## config.mk

```make
export PLATFORM = sky130hd
export DESIGN_NAME = dual_issue_picker
export DESIGN_NICKNAME = d
export VERILOG_FILES = /design/src/rtl/dual_issue_pkg.sv /design/src/rtl/lsb_onehot_pick.sv /design/src/rtl/dual_issue_picker.sv
export SDC_FILE = /design/constraint.sdc
export NUM_CORES = 1
export LEC_CHECK = 0
export ABC_AREA = 0
export CORE_MARGIN = 1
export CORE_UTILIZATION = 49
export DETAILED_ROUTE_END_ITERATION = 10
export GPL_TIMING_DRIVEN = 0
export PLACE_DENSITY = 0.83
export SETUP_SLACK_MARGIN = 0.3
export SLEW_MARGIN = 0
export SYNTH_ARGS = -nofsm -noshare
export SYNTH_HDL_FRONTEND = slang
export SYNTH_SLANG_ARGS = --single-unit
```

## constraint.sdc

```tcl
create_clock -name clk -period 5.7 [get_ports clk]
set_clock_uncertainty 0.2 [all_clocks]
set_input_delay 1.71 -clock clk [delete_from_list [all_inputs] [get_ports clk]]
set_output_delay 1.71 -clock clk [all_outputs]
set_load 0.02 [all_outputs]
```

## src/rtl/dual_issue_pkg.sv

```systemverilog
// Shared types and constants for the dual-issue grant picker.
package dual_issue_pkg;

  typedef enum logic {
    IDLE  = 1'b0,
    ISSUE = 1'b1
  } state_t;

  localparam int unsigned MAX_GNT_PER_CYCLE = 2;
  localparam int unsigned GNT_CNT_W         = $clog2(MAX_GNT_PER_CYCLE + 1);

endpackage

```

## src/rtl/lsb_onehot_pick.sv

```systemverilog
// Ripple priority picker: one-hot isolation of the lowest set bit.
//   req  : input vector
//   pick : one-hot lowest set bit of req, zero when req is zero
module lsb_onehot_pick #(
  parameter int unsigned WIDTH = 12
) (
  input  logic [WIDTH-1:0] req,
  output logic [WIDTH-1:0] pick
);

  // Running "any lower bit set" term blocks every higher bit.
  always_comb begin
    logic seen;
    pick = '0;
    seen = 1'b0;
    for (int unsigned i = 0; i < WIDTH; i++) begin
      pick[i] = req[i] & ~seen;
      seen    = seen | req[i];
    end
  end

endmodule

```

## src/rtl/dual_issue_picker.sv

```systemverilog
// Accepts a request vector and drains it, issuing up to two one-hot grants
// (lowest and second-lowest pending bits) per grant handshake.
//   clk, reset_n                       : clock, async active-low reset
//   req_valid_i/req_ready_o/req_vec_i  : request vector handshake
//   gnt_valid_o/gnt_ready_i            : grant pair handshake
//   gnt0_o, gnt1_o                     : one-hot grants (zero when absent)
//   gnt_cnt_o                          : grants in the current pair (0..2)
//   pending_cnt_o                      : popcount of the pending register
//   done_o                             : one-cycle pulse once fully drained
module dual_issue_picker
  import dual_issue_pkg::*;
#(
  parameter int unsigned WIDTH = 12,
  parameter int unsigned CNT_W = $clog2(WIDTH + 1)
) (
  input  logic                 clk,
  input  logic                 reset_n,
  input  logic                 req_valid_i,
  output logic                 req_ready_o,
  input  logic [WIDTH-1:0]     req_vec_i,
  output logic                 gnt_valid_o,
  input  logic                 gnt_ready_i,
  output logic [WIDTH-1:0]     gnt0_o,
  output logic [WIDTH-1:0]     gnt1_o,
  output logic [GNT_CNT_W-1:0] gnt_cnt_o,
  output logic [CNT_W-1:0]     pending_cnt_o,
  output logic                 done_o
);

  state_t           state_q, state_d;
  logic [WIDTH-1:0] pending_q, pending_d;
  logic             done_d;
  logic [WIDTH-1:0] pick0, pick1;
  logic [WIDTH-1:0] pending_rest;

  function automatic logic [CNT_W-1:0] popcount(input logic [WIDTH-1:0] v);
    logic [CNT_W-1:0] acc;
    acc = '0;
    for (int unsigned i = 0; i < WIDTH; i++) begin
      acc = acc + CNT_W'(v[i]);
    end
    return acc;
  endfunction

  // Second grant is the lowest bit left after removing the first.
  assign pending_rest = pending_q & ~pick0;

  lsb_onehot_pick #(.WIDTH(WIDTH)) u_pick0 (
    .req  (pending_q),
    .pick (pick0)
  );

  lsb_onehot_pick #(.WIDTH(WIDTH)) u_pick1 (
    .req  (pending_rest),
    .pick (pick1)
  );

  // State, pending vector and done pulse registers.
  always_ff @(posedge clk or negedge reset_n) begin
    if (!reset_n) begin
      state_q   <= IDLE;
      pending_q <= '0;
      done_o    <= 1'b0;
    end else begin
      state_q   <= state_d;
      pending_q <= pending_d;
      done_o    <= done_d;
    end
  end

  // Next-state and handshake/grant outputs.
  always_comb begin
    state_d     = state_q;
    pending_d   = pending_q;
    done_d      = 1'b0;
    req_ready_o = 1'b0;
    gnt_valid_o = 1'b0;
    gnt0_o      = '0;
    gnt1_o      = '0;
    gnt_cnt_o   = '0;

    unique case (state_q)
      IDLE: begin
        req_ready_o = 1'b1;
        // A zero vector completes the handshake but is dropped.
        if (req_valid_i && (req_vec_i != '0)) begin
          pending_d = req_vec_i;
          state_d   = ISSUE;
        end
      end
      ISSUE: begin
        gnt_valid_o = 1'b1;
        gnt0_o      = pick0;
        gnt1_o      = pick1;
        gnt_cnt_o   = GNT_CNT_W'(pick0 != '0) + GNT_CNT_W'(pick1 != '0);
        if (gnt_ready_i) begin
          pending_d = pending_q & ~(pick0 | pick1);
          if (pending_d == '0) begin
            state_d = IDLE;
            done_d  = 1'b1;
          end
        end
      end
      default: state_d = IDLE;
    endcase
  end

  assign pending_cnt_o = popcount(pending_q);

endmodule

```

==> impl_metrics.ini, run 1 <==
[status]
status = complete, no violations

[timing]
post-route-period-util = 0.9620
slew_headroom = 0.5805
fmax_ghz = 0.1824
worst_pin_slew_ns = 0.6273
hold_viol_final = 0
slew_violations = 0
setup_viol = 0
fin_crit_ns = 5.483
rsz0062_at_grt = true
timing.hold.ws_ns = 0.5237

[clock_tree]
cts-root-buf = clkbuf_8
clock_path_buffers = 2
htreeDepth = 1
clk_pin_slew_worst_paths_ns = 0.05
cts_buffers = 3
clock_latency_ns = 0.25
cts_hold_buf = 0
cts_tree = yes
cts_sinks = 14

[setup_path]
crit_chain = fa_1 -> fa_1 -> inv_1 -> fa_1 -> fa_1 -> inv_1 -> ha_2 -> inv_2 -> fa_1 -> xnor2_1 -> buf_4
cp-start-kind = flip-flop
critPathKind = flip-flop to output port
end_kind = output port
cp_common_cell = fa_1
crit_slowest_cell = fa_1
cp_data_required_time_ns = 3.79
cp_max_fo = 2
worstPathArrival_ns = 3.57
critical-path-top-delay-family = adder cells
path_buf_inv = 4
cp_slowest_stage_delay_ns = 0.51

[cells_and_area]
fillers = 318
nNetsFinal = 323
most-common-layout-cells = 43 x clkdlybuf4s50_1, 22 x inv_1, 21 x nand2_1, 21 x nor2_1
drive_gt1_frac = 0.1142
final_common_cell = clkdlybuf4s50_1
antenna_cells = 0
multi_input_area_um2 = 1274
final-seq-area_um2 = 351.6
design_area_um2 = 2400
utilization = 0.6972
area.growth.synth_to_final_pct = 32.73

[routing]
drtPass1Iterations = 6
drc_errors = 0
routed_via_density = 5.758
routedWlPerCell_um = 15.05
initialDrtViolationCount = 182
drtAntennaViolNets = 0
vias = 1929
finalWirelength_um = 5042

[yosys]
ys_seq_area_frac = 0.1938
synth_edf_count = 0
synth_flop_cell = dfrtp_1
netlist_instances = 236
async_reset_ff_frac = 1.000
synth_warnings = 0
synth_fp_nets = 268
syn_avg_cell_area_um2 = 7.661
synth_seq_cells = 14
syn-cell-area_um2 = 1808
synth.distinct_cells = 52

[global_route]
grt_pass1_wl_um = 8445
grt_max_degree = 15
grt_usage = 0.2756
antenna_found_initial = 0
grt_pass1_vias = 1836
grt_overflow = 0

[place]
numPortBuffers = 47
place.gp.congestion = 0.8783
placed_area_um2 = 2336
hpwl_um = 3944

[floorplanning]
die_area_um2 = 3937
die_h_um = 62.75
initial_core_util = 0.5253
io_pins = 49
core.rowCount = 21
core_area_um2 = 3442
fp.dieW_um = 62.75

[job]
cap_violations = 0

[min_path]
hold_class = flip-flop to flip-flop
==> through the flow <==
stage | cells | setup slack (ns) | setup TNS (ns)
CTS | 334 | 0.2147 | 0
floorplan | 236 | 0.4485 | 0
finish | 335 | 0.2167 | 0
global placement | 329 | 0.01047 | 0
global route | 335 | 0.1057 | 0
detailed placement | 329 | -0.004881 | -0.004881
==> kinds of logic (layout without fill, tap and decap cells) <==
logic type	after synthesis	after routing	synth area share
AO/OA/AOI/OAI	59	59	0.2228
buffers and inverters	42	95	0.1045
adder cells (fa/ha/maj)	18	18	0.1509
other	1	1	0.002074
flip-flops	14	14	0.1938
AND/OR/NAND/NOR	99	99	0.3114
XOR/XNOR	3	3	0.01454
==> flip-flops by register name (all words and copies together), names as in the netlist <==
| name | count |
|---|---|
| pending_q | 12 |
| done_o | 1 |
| state_q | 1 |
==> path summary, 6_finish.rpt <==
kind	from	slack [ns]	to	cells after the start
min in group asynchronous	reset_n	1.65	state_q	1
worst min-delay path	pending_q[11]	0.52	pending_q[11]	2
worst max-delay path	pending_q[7]	0.22	pending_cnt_o[2]	11
worst max register to register	pending_q[0]	2.82	pending_q[11]	10
max in group asynchronous	reset_n	3.21	pending_q[1]	1
worst min register to register	pending_q[11]	0.52	pending_q[11]	2
==> final cells by class <==
class / count / share of cell area
inverter: 23 / 0.03597
clock buffer: 3 / 0.01721
sequential: 14 / 0.1465
tap: 46 / 0.02398
buffer: 19 / 0.04327
timing repair buffer: 50 / 0.2023
multi-input combinational: 180 / 0.5308
==> cells in the mapped netlist, drive strengths merged (2+ instances only) <==
library cell   n  area, µm²
a211o          2      17.52
nand2         22      85.09
inv           23      86.33
and3           5      31.28
a31oi          3      18.77
a21boi         2      15.01
nand2b         7      43.79
o21ai         11      58.81
maj3           2      20.02
and2           7      46.30
a21oi         13      65.06
o221ai         3      26.28
a22o           4      35.03
a211oi         4      30.03
o31ai          3      22.52
nor2b          3      18.77
o22ai          3      18.77
nor4b          2      32.53
dfrtp         14      350.3
buf            9      65.06
ha             9      112.6
nor4           9      68.81
and4           2      17.52
fa             7      140.1
nand3          3      15.01
clkbuf        10      37.54
nor3b          6      55.05
xnor2          3      26.28
a21o           3      22.52
nor2          21      78.83
nor3          10      55.05
==> worst min-delay path, stage by stage, from the launching register on <==
cell      delay (ns)
dfrtp_1         0.46
nand2_1         0.10
o221ai_1        0.10
==> layer usage <==
metal  up-vias  share of wire  global-route usage
met5         -              0                   0
met4         0          0.020              0.1134
met3        10          0.070             0.01825
met2        88           0.48              0.4688
met1       899           0.43              0.3607
li1        932              -                   -
==> timing repair <==
action	4_1_cts	5_1_grt
endpoints found under the setup margin	4	5
cloned	0	0
pin swaps	2	0
setup buffers	2	1
gates resized for setup	15	8
endpoints found under the hold margin	0	0
Power of run 1 is not shown: default switching activity piles up to over one toggle a cycle in this logic, so the estimate is an artifact.
==> run 2: changes to the inputs <==
==> constraint.sdc (replaced) <==
create_clock -name clk -period 5.7 [get_ports clk]
set_clock_uncertainty 0.2 [all_clocks]
set_input_delay 0.57 -clock clk [delete_from_list [all_inputs] [get_ports clk]]
set_output_delay 0.57 -clock clk [all_outputs]
set_load 0.02 [all_outputs]
==> run 2 against run 1 <==
Via count is 1.3% lower. Cell count shrank 0.90%. Highest routed layer unchanged. Worst setup slack better by 0.63 ns. Non-clock buffer count decreased by 3. Critical path type unchanged. Sequential share of layout area increased by 0.086 points. Hold slack got worse by 0.094 ns. Critical endpoint unchanged.
==> impl_metrics.ini, run 2 (synthesized netlist as in run 1, its figures left out) <==
[timing]
slew_headroom = 0.5890
fin_crit_ns = 4.854
tns_ns = 0
rsz0062_at_grt = false
fmax_ghz = 0.2060
setup_viol = 0
hold_viol_final = 0
timing.hold.ws_ns = 0.4293
post-route-period-util = 0.8516
slew_violations = 0
worst_pin_slew_ns = 0.6145

[clock_tree]
cts_hold_buf = 0
cts_resized = 0
htreeDepth = 1
clock_path_buffers = 2
clock_latency_ns = 0.25
cts_buffers = 3
cts_tree = yes
clk_pin_slew_worst_paths_ns = 0.05
cts_sinks = 14
cts_setup_buffers = 0
cts-root-buf = clkbuf_8

[global_route]
grt_max_degree = 15
grt_pass1_vias = 1811
grt_pass1_wl_um = 8355
antenna_found_initial = 0
grt_usage = 0.2721
grt_overflow = 0

[floorplanning]
initial_core_util = 0.5253
die_h_um = 62.75
fp.dieW_um = 62.75
io_pins = 49
core.rowCount = 21
die_area_um2 = 3937
core_area_um2 = 3442

[place]
placed_area_um2 = 2336
place.gp.congestion = 0.8783
numPortBuffers = 47
hpwl_um = 3944

[setup_path]
cp_data_required_time_ns = 4.93
cp_common_cell = fa_1
worstPathArrival_ns = 4.08
end_kind = output port
r2r.worst_path.cells = 9
r2r_end = pending_q[11]
crit_slowest_cell = clkdlybuf4s50_1
cp_max_fo = 5
reg2reg_slack_ns = 2.82
cp-start-kind = flip-flop
cp_slowest_stage_delay_ns = 0.61
r2r-start = pending_q[0]
crit_chain = fa_1 -> fa_1 -> inv_1 -> fa_1 -> fa_1 -> inv_1 -> ha_1 -> inv_1 -> fa_1 -> xnor2_1 -> clkdlybuf4s50_1
critPathKind = flip-flop to output port

[cells_and_area]
nNetsFinal = 320
antenna_cells = 0
largest_register = pending_q
most-common-layout-cells = 47 x clkdlybuf4s50_1, 23 x inv_1, 21 x nand2_1, 21 x nor2_1, 14 x dfrtp_1
design_area_um2 = 2377
reg.largest.list = pending_q x12, done_o x1, state_q x1
final_common_cell = clkdlybuf4s50_1
area.growth.synth_to_final_pct = 31.49
utilization = 0.6907
drive_gt1_frac = 0.07692
fillers = 319
largest_reg_flops = 12

[routing]
routed_via_density = 5.735
drc_errors = 0
drtAntennaViolNets = 0
vias = 1904
routedWlPerCell_um = 14.98
initialDrtViolationCount = 156
finalWirelength_um = 4973
drtPass1Iterations = 6

[min_path]
holdPathEnd = pending_q[0]
hold_class = flip-flop to flip-flop
min_from = pending_q[0]
min_path_cells = 2

[job]
cap_violations = 0

[status]
status = complete, no violations
run 2: changes by cell type in the layout (fill, tap and decap cells not counted), moves of 2 or more:
| cell | before | now |
|---|---|---|
| ha_2 | 2 | 0 |
| buf_4 | 7 | 3 |
| clkdlybuf4s50_1 | 43 | 47 |
| ha_1 | 7 | 9 |
run 2: layer usage:
metal	up-vias	global-route usage	routed length [µm]
met2	66	0.4660	2436
met3	8	0.01825	262
met5	-	0	0
met1	904	0.3550	2198
li1	926	-	-
met4	0	0.1076	75
run 2: worst max-delay path, delay by kind of cell, from the launching register on:
| family | cells | cell delay [ns] |
|---|---|---|
| flip-flops | 1 | 0.46 |
| XOR/XNOR | 1 | 0.14 |
| adder cells (fa/ha/maj) | 6 | 2.45 |
| buffers and inverters | 4 | 0.78 |
run 2: area by class of cell:
| cell class | instances | area [µm²] | area share |
|---|---|---|---|
| multi-input cells | 180 | 1269 | 0.5337 |
| well taps | 46 | 57.56 | 0.02421 |
| repair buffers | 47 | 470.5 | 0.1979 |
| inverters | 23 | 86.33 | 0.03632 |
| flip-flops and latches | 14 | 350.3 | 0.1474 |
| clock buffers | 3 | 41.29 | 0.01737 |
| plain buffers | 19 | 102.6 | 0.04316 |
run 2: worst max-delay path by stage:
stage                       startpoint          endpoint  slack (ns)
after global routing      pending_q[1]  pending_cnt_o[2]        0.72
after CTS                 pending_q[1]  pending_cnt_o[2]        0.85
after floorplan           pending_q[0]  pending_cnt_o[2]        1.59
final                     pending_q[1]  pending_cnt_o[2]        0.85
after global placement    pending_q[1]  pending_cnt_o[2]        1.15
after detailed placement  pending_q[1]  pending_cnt_o[2]        1.14
run 2: through the flow:
stage / setup slack (ns) / instances
finish: 0.8459 / 332
detailed placement: 1.135 / 329
global placement: 1.150 / 329
floorplan: 1.588 / 236
global route: 0.7249 / 332
CTS: 0.8502 / 332
Power of run 2 is left out for the same reason.
